**config.mk**
```make
export PLATFORM = sky130hd
export DESIGN_NAME = ppu_palette_ram
export DESIGN_NICKNAME = d
export VERILOG_FILES = /design/src/rtl/ppu_palette_ram.sv
export SDC_FILE = /design/constraint.sdc
export NUM_CORES = 1
export LEC_CHECK = 0
export ABC_AREA = 0
export CAP_MARGIN = 20
export CORE_UTILIZATION = 60
export CTS_CLUSTER_DIAMETER = 40
export CTS_CLUSTER_SIZE = 14
export DETAILED_ROUTE_END_ITERATION = 8
export PLACE_DENSITY = 0.8
export SLEW_MARGIN = 20
export SYNTH_ARGS = -nofsm -noshare
export SYNTH_HDL_FRONTEND = slang
export SYNTH_SLANG_ARGS = --single-unit
```
**constraint.sdc**
```tcl
create_clock -name clk -period 8.6 [get_ports clk]
set_clock_uncertainty 0.15 [all_clocks]
set_input_delay 2.15 -clock clk [delete_from_list [all_inputs] [get_ports clk]]
set_output_delay 2.15 -clock clk [all_outputs]
set_load 0.03 [all_outputs]
```
**src/rtl/ppu_palette_ram.sv**
```systemverilog
// rtl/ppu_palette_ram.sv - 32-entry NES palette RAM with backdrop mirroring, 6-bit storage and clear sequence
// Optional feature macro: PPU_PALETTE_GREYSCALE_EN (adds greyscale input that keeps only the luma bits on reads)
module ppu_palette_ram #(
  parameter logic [7:0] INIT_VALUE = 8'h0F,
  parameter logic [7:0] DATA_MASK  = 8'h3F
) (
  input  logic        clk,
  input  logic        rst,
  input  logic [15:0] vram_addr,
  output logic [7:0]  vram_data_out,
  output logic        vram_hit,
  input  logic        wr_en,
  input  logic [15:0] wr_addr,
  input  logic [7:0]  wr_data,
  output logic        wr_ack,
  input  logic        clear_start,
`ifdef PPU_PALETTE_GREYSCALE_EN
  input  logic        greyscale,
`endif
  output logic        busy
);

  localparam logic [1:0] S_IDLE  = 2'd0;
  localparam logic [1:0] S_CLEAR = 2'd1;

  localparam logic [7:0] INIT_MASKED = INIT_VALUE & DATA_MASK;

  logic [7:0] r_mem [32];
  logic [1:0] r_state;
  logic [4:0] r_cnt;
  logic       r_busy;
  logic [7:0] r_rd_data;
  logic       r_rd_hit;
  logic       r_wr_ack;

  logic       w_rd_pal;
  logic [4:0] w_rd_idx;
  logic       w_wr_ok;
  logic [4:0] w_wr_idx;
  logic [7:0] w_wr_val;
  logic [7:0] w_rd_raw;
  logic [7:0] w_rd_val;
  logic       w_unused;

  // Backdrop entries 10/14/18/1C share storage with 00/04/08/0C.
  function automatic logic [4:0] mirror_idx(input logic [4:0] idx);
    if (idx[4] && (idx[1:0] == 2'b00)) begin
      return {1'b0, idx[3:0]};
    end
    return idx;
  endfunction

  assign w_rd_pal = (vram_addr[15:8] == 8'h3F);
  assign w_rd_idx = mirror_idx(vram_addr[4:0]);
  assign w_wr_ok  = wr_en && (wr_addr[15:8] == 8'h3F) && (r_state == S_IDLE);
  assign w_wr_idx = mirror_idx(wr_addr[4:0]);
  assign w_wr_val = wr_data & DATA_MASK;

  // A write landing on the entry being read this edge is forwarded so the reader never sees stale data.
  assign w_rd_raw = (w_wr_ok && (w_wr_idx == w_rd_idx)) ? w_wr_val : (r_mem[w_rd_idx] & DATA_MASK);

`ifdef PPU_PALETTE_GREYSCALE_EN
  assign w_rd_val = greyscale ? (w_rd_raw & 8'h30) : w_rd_raw;
`else
  assign w_rd_val = w_rd_raw;
`endif

  assign w_unused = ^{vram_addr[7:5], wr_addr[7:5]};

  // Clear sequencer: one entry per cycle, exactly 32 cycles, never re-armed mid-sequence.
  always_ff @(posedge clk or posedge rst) begin
    if (rst) begin
      r_state <= S_IDLE;
      r_cnt   <= 5'd0;
      r_busy  <= 1'b0;
    end else begin
      case (r_state)
        S_IDLE: begin
          if (clear_start) begin
            r_state <= S_CLEAR;
            r_cnt   <= 5'd0;
            r_busy  <= 1'b1;
          end
        end
        S_CLEAR: begin
          if (r_cnt == 5'd31) begin
            r_state <= S_IDLE;
            r_cnt   <= 5'd0;
            r_busy  <= 1'b0;
          end else begin
            r_cnt <= r_cnt + 5'd1;
          end
        end
        default: begin
          r_state <= S_IDLE;
          r_cnt   <= 5'd0;
          r_busy  <= 1'b0;
        end
      endcase
    end
  end

  // Storage update: clear sequence owns the array while running, CPU writes otherwise.
  always_ff @(posedge clk or posedge rst) begin
    if (rst) begin
      for (int i = 0; i < 32; i++) begin
        r_mem[i] <= INIT_MASKED;
      end
    end else if (r_state == S_CLEAR) begin
      r_mem[r_cnt] <= INIT_MASKED;
    end else if (w_wr_ok) begin
      r_mem[w_wr_idx] <= w_wr_val;
    end
  end

  // Registered read response and write acknowledge.
  always_ff @(posedge clk or posedge rst) begin
    if (rst) begin
      r_rd_data <= 8'h00;
      r_rd_hit  <= 1'b0;
      r_wr_ack  <= 1'b0;
    end else begin
      r_rd_data <= w_rd_pal ? w_rd_val : 8'h00;
      r_rd_hit  <= w_rd_pal;
      r_wr_ack  <= w_wr_ok;
    end
  end

  assign vram_data_out = r_rd_data;
  assign vram_hit      = r_rd_hit;
  assign wr_ack        = r_wr_ack;
  assign busy          = r_busy;

endmodule

```
==> results of run 1 <==
## layout by cell type (no fill, tap or decap), types with 9 or more instances in the layout
master	synthesis	final
o21ai_0	145	145
nand3_1	46	46
nand2b_1	16	16
buf_4	5	14
o21ai_1	9	9
a21oi_1	58	58
clkdlybuf4s50_1	0	41
mux2i_1	26	26
nor2_1	156	156
nand2_1	140	140
mux4_2	29	29
nor3_1	39	34
clkbuf_16	0	17
dfrtp_1	76	76
dfstp_2	121	121
## final timing paths
| check | endpoint | slack [ps] | depth (start not counted) |
|---|---|---|---|
| setup / recovery | vram_data_out[4]$_DFF_PP0_ | 3760 | 6 |
| hold / removal | r_mem[122]$_DFFE_PP1P_ | 350 | 1 |
| setup reg to reg | r_mem[68]$_DFFE_PP0P_ | 5760 | 6 |
| hold reg to reg | r_mem[122]$_DFFE_PP1P_ | 350 | 1 |
| max in group asynchronous | r_mem[68]$_DFFE_PP0P_ | 4720 | 3 |
| min in group asynchronous | r_mem[236]$_DFFE_PP0P_ | 2090 | 2 |
## critical path, cell delays in order
cell             delay, ps
clkdlybuf4s50_1        880
o21ai_1                850
xnor2_1                230
nor4b_2                670
nand2_1                110
o211ai_1               140
## routing by layer
metal	global-route usage [%]	share of wire (%)	wire, um	vias up
met1	46.30	40	11310	4078
met5	0	0	0	-
met4	15.49	3.8	1059	0
li1	-	-	-	3729
met3	8.873	10	2869	97
met2	51.95	46	12900	504
## state kept, by name (all words and copies together), names as in the netlist
name           cells
wr_ack             1
r_cnt              5
busy               1
vram_data_out      6
vram_hit           1
r_mem            183
## metrics by stage
| stage | cell area [um^2] | util [%] | worst slack, ps | instances | hold slack [ps] |
|---|---|---|---|---|---|
| finish | 11080 | 68.77 | 3764 | 1298 | 347.8 |
| global route | 11080 | 68.77 | 3564 | 1298 | 363.4 |
| CTS | 11060 | 68.65 | 3580 | 1298 | 351.6 |
| detailed placement | 10490 | 65.06 | 3134 | 1266 | 316.0 |
| global placement | 10470 | 64.97 | 3291 | 1266 | 317.1 |
| floorplan | 10020 | - | 1131 | 1072 | 298.6 |
## synthesized netlist by cell type, types with 6 or more instances
cell / instances
a21oi_1: 58
and2_1: 8
buf_2: 29
clkbuf_1: 44
dfrtp_1: 76
dfstp_2: 121
inv_1: 9
mux2i_1: 26
mux4_2: 29
nand2_1: 140
nand2b_1: 16
nand3_1: 46
nand4_1: 6
nor2_1: 156
nor2b_1: 8
nor3_1: 39
nor4_1: 7
o211ai_1: 6
o21ai_0: 145
o21ai_1: 9
o22ai_1: 8
or2_2: 8
or3_1: 6
## cells by family after synthesis
group	synth area share, %
adder cells (fa/ha/maj)	0.6243
multiplexers	9.564
other	0.03742
flip-flops	50.71
AND/OR/NAND/NOR	20.51
buffers and inverters	4.108
AO/OA/AOI/OAI	14.01
XOR/XNOR	0.4370
## area by class of cell
type	count	area [um^2]
Sequential cell	197	5081
Tap cell	216	270.3
Fill cell	1248	5034
Timing Repair Buffer	58	530.5
Clock buffer	18	429.2
Clock inverter	14	148.9
Inverter	13	56.30
Multi-Input combinational cell	782	4566
## power breakdown
part	internal, mW	total [mW]	switching (mW)
Clock	0.432	0.805	0.374
Sequential	1.12	1.23	0.114
Combinational	0.202	0.589	0.386
==> results.sh, run 1 <==
export IMPL_status="complete, no violations"
export IMPL_holdCritStartpoint="r_mem[122]$_DFFE_PP1P_"
export IMPL_p_leak_nw=4.268
export IMPL_start_kind="input port"
export IMPL_postCtsSetupBuffers=0
export IMPL_chipHeight_um=131.2
export IMPL_worstMarginPinSlew_ps=1086
export IMPL_grt_usage_pct=34.19
export IMPL_ctsResizeCount=0
export IMPL_gp_congestion=0.9061
export IMPL_power_density_nw_per_um2=237.1
export IMPL_cts_sinks=197
export IMPL_synth_area_top_cells="dfstp_2 (32%), dfrtp_1 (19%), o21ai_0 (7.2%)"
export IMPL_synth_top_area_cell="dfstp_2"
export IMPL_numCtsBuffers=17
export IMPL_final_hold_viol_count=0
export IMPL_fp_row_count=46
export IMPL_synth_edff_count=0
export IMPL_yosysWarnings=0
export IMPL_path_clk_slew_ps=70
export IMPL_worstReg2RegStart="busy$_DFFE_PP0P_"
export IMPL_crit_type="in2reg"
export IMPL_synth_area_per_cell_um2=9.357
export IMPL_arrival_ps=5040
export IMPL_start_util_pct=62.18
export IMPL_core_um2=16120
export IMPL_drt_wl_total_um=28130
export IMPL_maxCapViolations=0
export IMPL_vias_per_cell=6.478
export IMPL_ir_drop_v=0.0002009
export IMPL_finalSetupViolCount=0
export IMPL_vias=8408
export IMPL_drive_gt1_share_pct=20.89
export IMPL_cts_tree="yes"
export IMPL_hpwl_um=18340
export IMPL_dieArea_um2=17220
export IMPL_grt_pass1_vias=8164
export IMPL_synth_async_sr_flop_share_pct=100.0
export IMPL_wire_per_inst_um=21.67
export IMPL_overflow=0
export IMPL_drt_iter0_markers=998
export IMPL_antenna_found_initial=0
export IMPL_fmaxAchievable_mhz=206.8
export IMPL_clk_path_buf_depth=2
export IMPL_rsz0062_at_grt="no"
export IMPL_drt_pass1_iter_count=5
export IMPL_syn2layout_area_growth_pct=10.59
export IMPL_io_pins=55
export IMPL_diodes=0
export IMPL_relSlewSlack_pct=27.63
export IMPL_yosysSeqAreaShare_pct=50.71
export IMPL_tns_ps=0
export IMPL_hold_path_class="reg2reg"
export IMPL_fin_crit_ps=4836
export IMPL_slew_viol_final=0
export IMPL_post_route_drc_count=0
export IMPL_ys_types=54
export IMPL_p_total_mw=2.628
export IMPL_syn_area_um2=10020
export IMPL_startpoint="wr_addr[1]"
export IMPL_nNetsFinal=1118
export IMPL_h_tree_depth=4
export IMPL_endpoint_kind="flop"
export IMPL_synth_top_area_share_pct=31.73
export IMPL_ys_flop_type="dfstp_2"
export IMPL_grt_max_degree=119
export IMPL_die_x_um=131.2
export IMPL_critPathRequiredTime_ps=8800
export IMPL_ys_ff_latch=197
export IMPL_synth_cells=1071
export IMPL_cts_hold_fix_buffers=0
export IMPL_port_buffers=44
export IMPL_clock_root_buffer="clkbuf_16"
export IMPL_crit_fanout=21
export IMPL_fin_crit_sh_pct=56.24
export IMPL_grt_pass1_wl_um=44830
export IMPL_ant_nets=0
export IMPL_clkLatencyLatePin_ps=460
(Power assumes the default switching activity.)
==> run 2, diff against run 1 <==
Clock period 8.6 ns to 4.5 ns, I/O delays scaled along.
==> results.sh, run 2 (same netlist as run 1, synthesis figures left out) <==
export IMPL_p_leak_nw=4.341
export IMPL_endpoint_kind="flop"
export IMPL_fin_crit_ps=3459
export IMPL_status="complete, no violations"
export IMPL_relSlewSlack_pct=30.11
export IMPL_crit_type="in2reg"
export IMPL_rsz0062_at_grt="no"
export IMPL_timing_final_ws_setup_ps=1041
export IMPL_p_total_mw=4.976
export IMPL_crit_fanout=13
export IMPL_fmaxAchievable_mhz=289.1
export IMPL_port_buffers=44
export IMPL_start_util_pct=62.18
export IMPL_drt_iter0_markers=1006
export IMPL_final_hold_viol_count=0
export IMPL_drt_wl_total_um=27600
export IMPL_postCtsSetupBuffers=0
export IMPL_power_density_nw_per_um2=445.2
export IMPL_drt_pass1_iter_count=6
export IMPL_die_x_um=131.2
export IMPL_dpl_cell_count=1281
export IMPL_power_frac_comb_pct=22.0
export IMPL_fp_row_count=46
export IMPL_vias=8287
export IMPL_slew_viol_final=0
export IMPL_final_core_util_pct=69.36
export IMPL_io_pins=55
export IMPL_largest_register_ffs=183
export IMPL_hold_path_class="reg2reg"
export IMPL_grt_usage_pct=33.69
export IMPL_grt_max_degree=147
export IMPL_clk_path_buf_depth=2
export IMPL_final_cell_mix="nor2_1 (156), o21ai_0 (145), nand2_1 (140)"
export IMPL_ctsResizeCount=0
export IMPL_whs_ps=352.5
export IMPL_arrival_ps=3650
export IMPL_p_sw_share_pct=32.80
export IMPL_design_area_um2=11180
export IMPL_chipHeight_um=131.2
export IMPL_ir_drop_v=0.0004299
export IMPL_gp_congestion=0.9390
export IMPL_numCtsBuffers=17
export IMPL_p_clk_share_pct=30.0
export IMPL_diodes=0
export IMPL_top_register="r_mem"
export IMPL_hpwl_um=18780
export IMPL_overflow=0
export IMPL_cts_tree="yes"
export IMPL_place_area_um2=10600
export IMPL_layout_commonest_cell="nor2_1"
export IMPL_start_kind="input port"
export IMPL_post_route_drc_count=0
export IMPL_path_clk_slew_ps=70
export IMPL_worstMarginPinSlew_ps=1048
export IMPL_drive_gt1_share_pct=21.33
export IMPL_p_int_mw=3.344
export IMPL_cts_sinks=197
export IMPL_dieArea_um2=17220
export IMPL_antenna_found_initial=0
export IMPL_wire_per_inst_um=21.02
export IMPL_place_worst_setup_slack_ps=673.6
export IMPL_stdcell_count=1313
export IMPL_nNetsFinal=1133
export IMPL_fin_crit_sh_pct=76.88
export IMPL_vias_per_cell=6.312
export IMPL_syn2layout_area_growth_pct=11.55
export IMPL_core_um2=16120
export IMPL_critPathRequiredTime_ps=4690
export IMPL_ant_nets=0
export IMPL_h_tree_depth=4
export IMPL_grt_pass1_vias=8081
export IMPL_tns_ps=0
export IMPL_clock_root_buffer="clkbuf_16"
export IMPL_switching_power_mw=1.632
export IMPL_grt_pass1_wl_um=44350
export IMPL_maxCapViolations=0
export IMPL_cts_hold_fix_buffers=0
export IMPL_finalSetupViolCount=0
export IMPL_pwr_share_seq_pct=48.0
export IMPL_clkLatencyLatePin_ps=450
run 2: cell types whose count changed in the layout (fill, tap and decap cells not counted), sizes merged:
cell,before,now
buf,17,32
bufinv,2,1
clkbuf,18,23
inv,16,12
run 2: final timing paths:
path,start,cells past startpoint,to,slack (ps)
min in group asynchronous,rst,3,vram_hit$_DFF_PP0_,1090
worst min-delay path,r_mem[69]$_DFFE_PP0P_,2,r_mem[69]$_DFFE_PP0P_,350
worst min register to register,r_mem[69]$_DFFE_PP0P_,2,r_mem[69]$_DFFE_PP0P_,350
max in group asynchronous,rst,3,r_mem[141]$_DFFE_PP0P_,2480
worst max register to register,busy$_DFFE_PP0P_,6,r_mem[164]$_DFFE_PP0P_,1730
worst max-delay path,wr_addr[0],6,vram_data_out[4]$_DFF_PP0_,1040
run 2: area by class of cell:
class                      count  area [um^2]
inverter                      13        52.55
clock buffer                  23        478.0
tap                          216        270.3
multi-input combinational    782         4532
fill                        1239         4937
clock inverter                 9        96.34
timing repair buffer          73        668.1
sequential                   197         5081
run 2: power by group through the flow:
stage	Combinational, mW	Sequential (mW)	Clock (mW)
after global routing	1.18	2.41	1.56
after global placement	1.02	2.39	0
after floorplan	0.767	2.28	0
final	1.10	2.39	1.49
after detailed placement	1.06	2.40	0
after CTS	1.06	2.37	1.51
run 2: critical path: stages:
cell and delay, ps:
clkdlybuf4s50_1 680, o21ai_1 700, xnor2_1 250, o31ai_2 170
or4_1 570, o211ai_1 150
run 2: routing by layer:
metal	wire length [um]	vias to the layer above	global-route usage, %
met5	0	-	0
met4	940	0	14.84
met3	2467	70	6.520
met2	12590	423	51.03
met1	11590	4031	47.42
li1	-	3763	-
==> run 3, diff against run 2 <==
Clock period 4.5 ns to 3.5 ns, I/O delays scaled along.
==> results.sh, run 3 (same netlist as run 1, synthesis figures left out) <==
export IMPL_dieArea_um2=17220
export IMPL_min_path_cells=1
export IMPL_fin_crit_ps=2892
export IMPL_start_util_pct=62.18
export IMPL_numCtsBuffers=17
export IMPL_postCtsSetupBuffers=0
export IMPL_tns_ps=0
export IMPL_gp_congestion=0.9432
export IMPL_fp_row_count=46
export IMPL_crit_fanout=18
export IMPL_crit_buf_inv=1
export IMPL_wire_per_inst_um=21.18
export IMPL_crit_type="reg2out"
export IMPL_fmaxAchievable_mhz=345.8
export IMPL_largest_register_ffs=183
export IMPL_cts_sinks=197
export IMPL_place_area_um2=10750
export IMPL_clkLatencyLatePin_ps=440
export IMPL_hpwl_um=19020
export IMPL_vias=8522
export IMPL_regArea_um2=5081
export IMPL_path_clk_slew_ps=70
export IMPL_fin_crit_sh_pct=82.62
export IMPL_grt_usage_pct=34.36
export IMPL_rsz0062_at_grt="no"
export IMPL_arrival_ps=1870
export IMPL_maxCapViolations=0
export IMPL_drive_gt1_share_pct=22.37
export IMPL_endpoint_kind="output pin"
export IMPL_p_leak_nw=4.418
export IMPL_fill_cells=1195
export IMPL_port_buffers=44
export IMPL_nNetsFinal=1149
export IMPL_hold_path_class="reg2reg"
export IMPL_final_cell_mix="nor2_1 (156), o21ai_0 (145), nand2_1 (140)"
export IMPL_ctsResizeCount=0
export IMPL_cts_hold_fix_buffers=0
export IMPL_slew_viol_final=0
export IMPL_path_cells="clkdlybuf4s50_1"
export IMPL_slowest_delay_ps=770
export IMPL_worstMarginPinSlew_ps=777.9
export IMPL_overflow=0
export IMPL_relSlewSlack_pct=48.14
export IMPL_critPathTopFamily="buffers and inverters"
export IMPL_final_hold_viol_count=0
export IMPL_rr_worst_depth=5
export IMPL_critPathRequiredTime_ps=2470
export IMPL_post_route_drc_count=0
export IMPL_h_tree_depth=4
export IMPL_top_register="r_mem"
export IMPL_grt_max_degree=102
export IMPL_antenna_found_initial=0
export IMPL_clk_path_buf_depth=2
export IMPL_finalSetupViolCount=0
export IMPL_core_um2=16120
export IMPL_drt_wl_total_um=28150
export IMPL_multiInputGateArea_um2=4532
export IMPL_clock_root_buffer="clkbuf_16"
export IMPL_design_area_um2=11340
export IMPL_cp_depth=1
export IMPL_status="complete, no violations"
export IMPL_ir_drop_v=0.0003952
export IMPL_grt_pass1_wl_um=45310
export IMPL_cts_tree="yes"
export IMPL_syn2layout_area_growth_pct=13.13
export IMPL_die_x_um=131.2
export IMPL_chipHeight_um=131.2
export IMPL_diodes=0
export IMPL_power_density_nw_per_um2=574.4
export IMPL_ant_nets=0
export IMPL_start_kind="flop"
export IMPL_io_pins=55
export IMPL_vias_per_cell=6.412
export IMPL_grt_pass1_vias=8315
export IMPL_drt_pass1_iter_count=6
export IMPL_layout_commonest_cell="nor2_1"
export IMPL_cp_slowest_cell="clkdlybuf4s50_1"
export IMPL_drt_iter0_markers=983
==> run 3: cell types whose count changed in the layout (fill, tap and decap cells not counted) <==
| cell | previous run | this run |
|---|---|---|
| buf_4 | 27 | 41 |
| clkbuf_1 | 3 | 4 |
| clkinv_4 | 5 | 2 |
| clkinvlp_4 | 1 | 4 |
| clkbuf_16 | 17 | 18 |
| clkbuf_8 | 3 | 0 |
| buf_12 | 2 | 4 |
| bufinv_16 | 1 | 2 |
==> run 3: area by class of cell <==
class / count / area share, %
multi-input combinational: 782 / 39.97
clock inverter: 10 / 1.082
inverter: 13 / 0.4635
sequential: 197 / 44.82
clock buffer: 22 / 4.106
tap: 216 / 2.384
timing repair buffer: 89 / 7.174
==> run 3: path summary, 6_finish.rpt <==
kind / from / to / slack [ps]
setup / recovery: busy$_DFFE_PP0P_ / busy / 610
hold / removal: r_mem[121]$_DFFE_PP1P_ / r_mem[121]$_DFFE_PP1P_ / 350
setup reg to reg: busy$_DFFE_PP0P_ / r_mem[4]$_DFFE_PP0P_ / 950
hold reg to reg: r_mem[121]$_DFFE_PP1P_ / r_mem[121]$_DFFE_PP1P_ / 350
max in group asynchronous: rst / r_mem[34]$_DFFE_PP1P_ / 1940
min in group asynchronous: rst / vram_hit$_DFF_PP0_ / 790
==> run 3: power by group <==
group	switching, mW	internal (mW)
logic	0.956	0.523
registers	0.296	2.75
clock network	0.883	1.10
total	2.14	4.38
==> run 3: stage by stage <==
step / worst slack [ps] / utilization [%] / instances / total power, mW / hold slack [ps]
floorplan: 27.42 / - / 1072 / 3.912 / 298.6
global placement: 346.4 / 66.70 / 1297 / 4.403 / 326.5
detailed placement: 296.8 / 66.70 / 1297 / 4.470 / 330.5
CTS: 611.2 / 70.35 / 1329 / 6.452 / 350.2
global route: 524.0 / 70.35 / 1329 / 6.753 / 365.2
finish: 608.4 / 70.35 / 1329 / 6.512 / 347.7
==> run 3: routing by layer <==
metal	wire, um	track usage, %	part of all wire, %
met4	953	14.12	3.4
met3	2946	8.102	10
met2	13150	53.31	47
met1	11110	46.64	39
met5	0	0	0
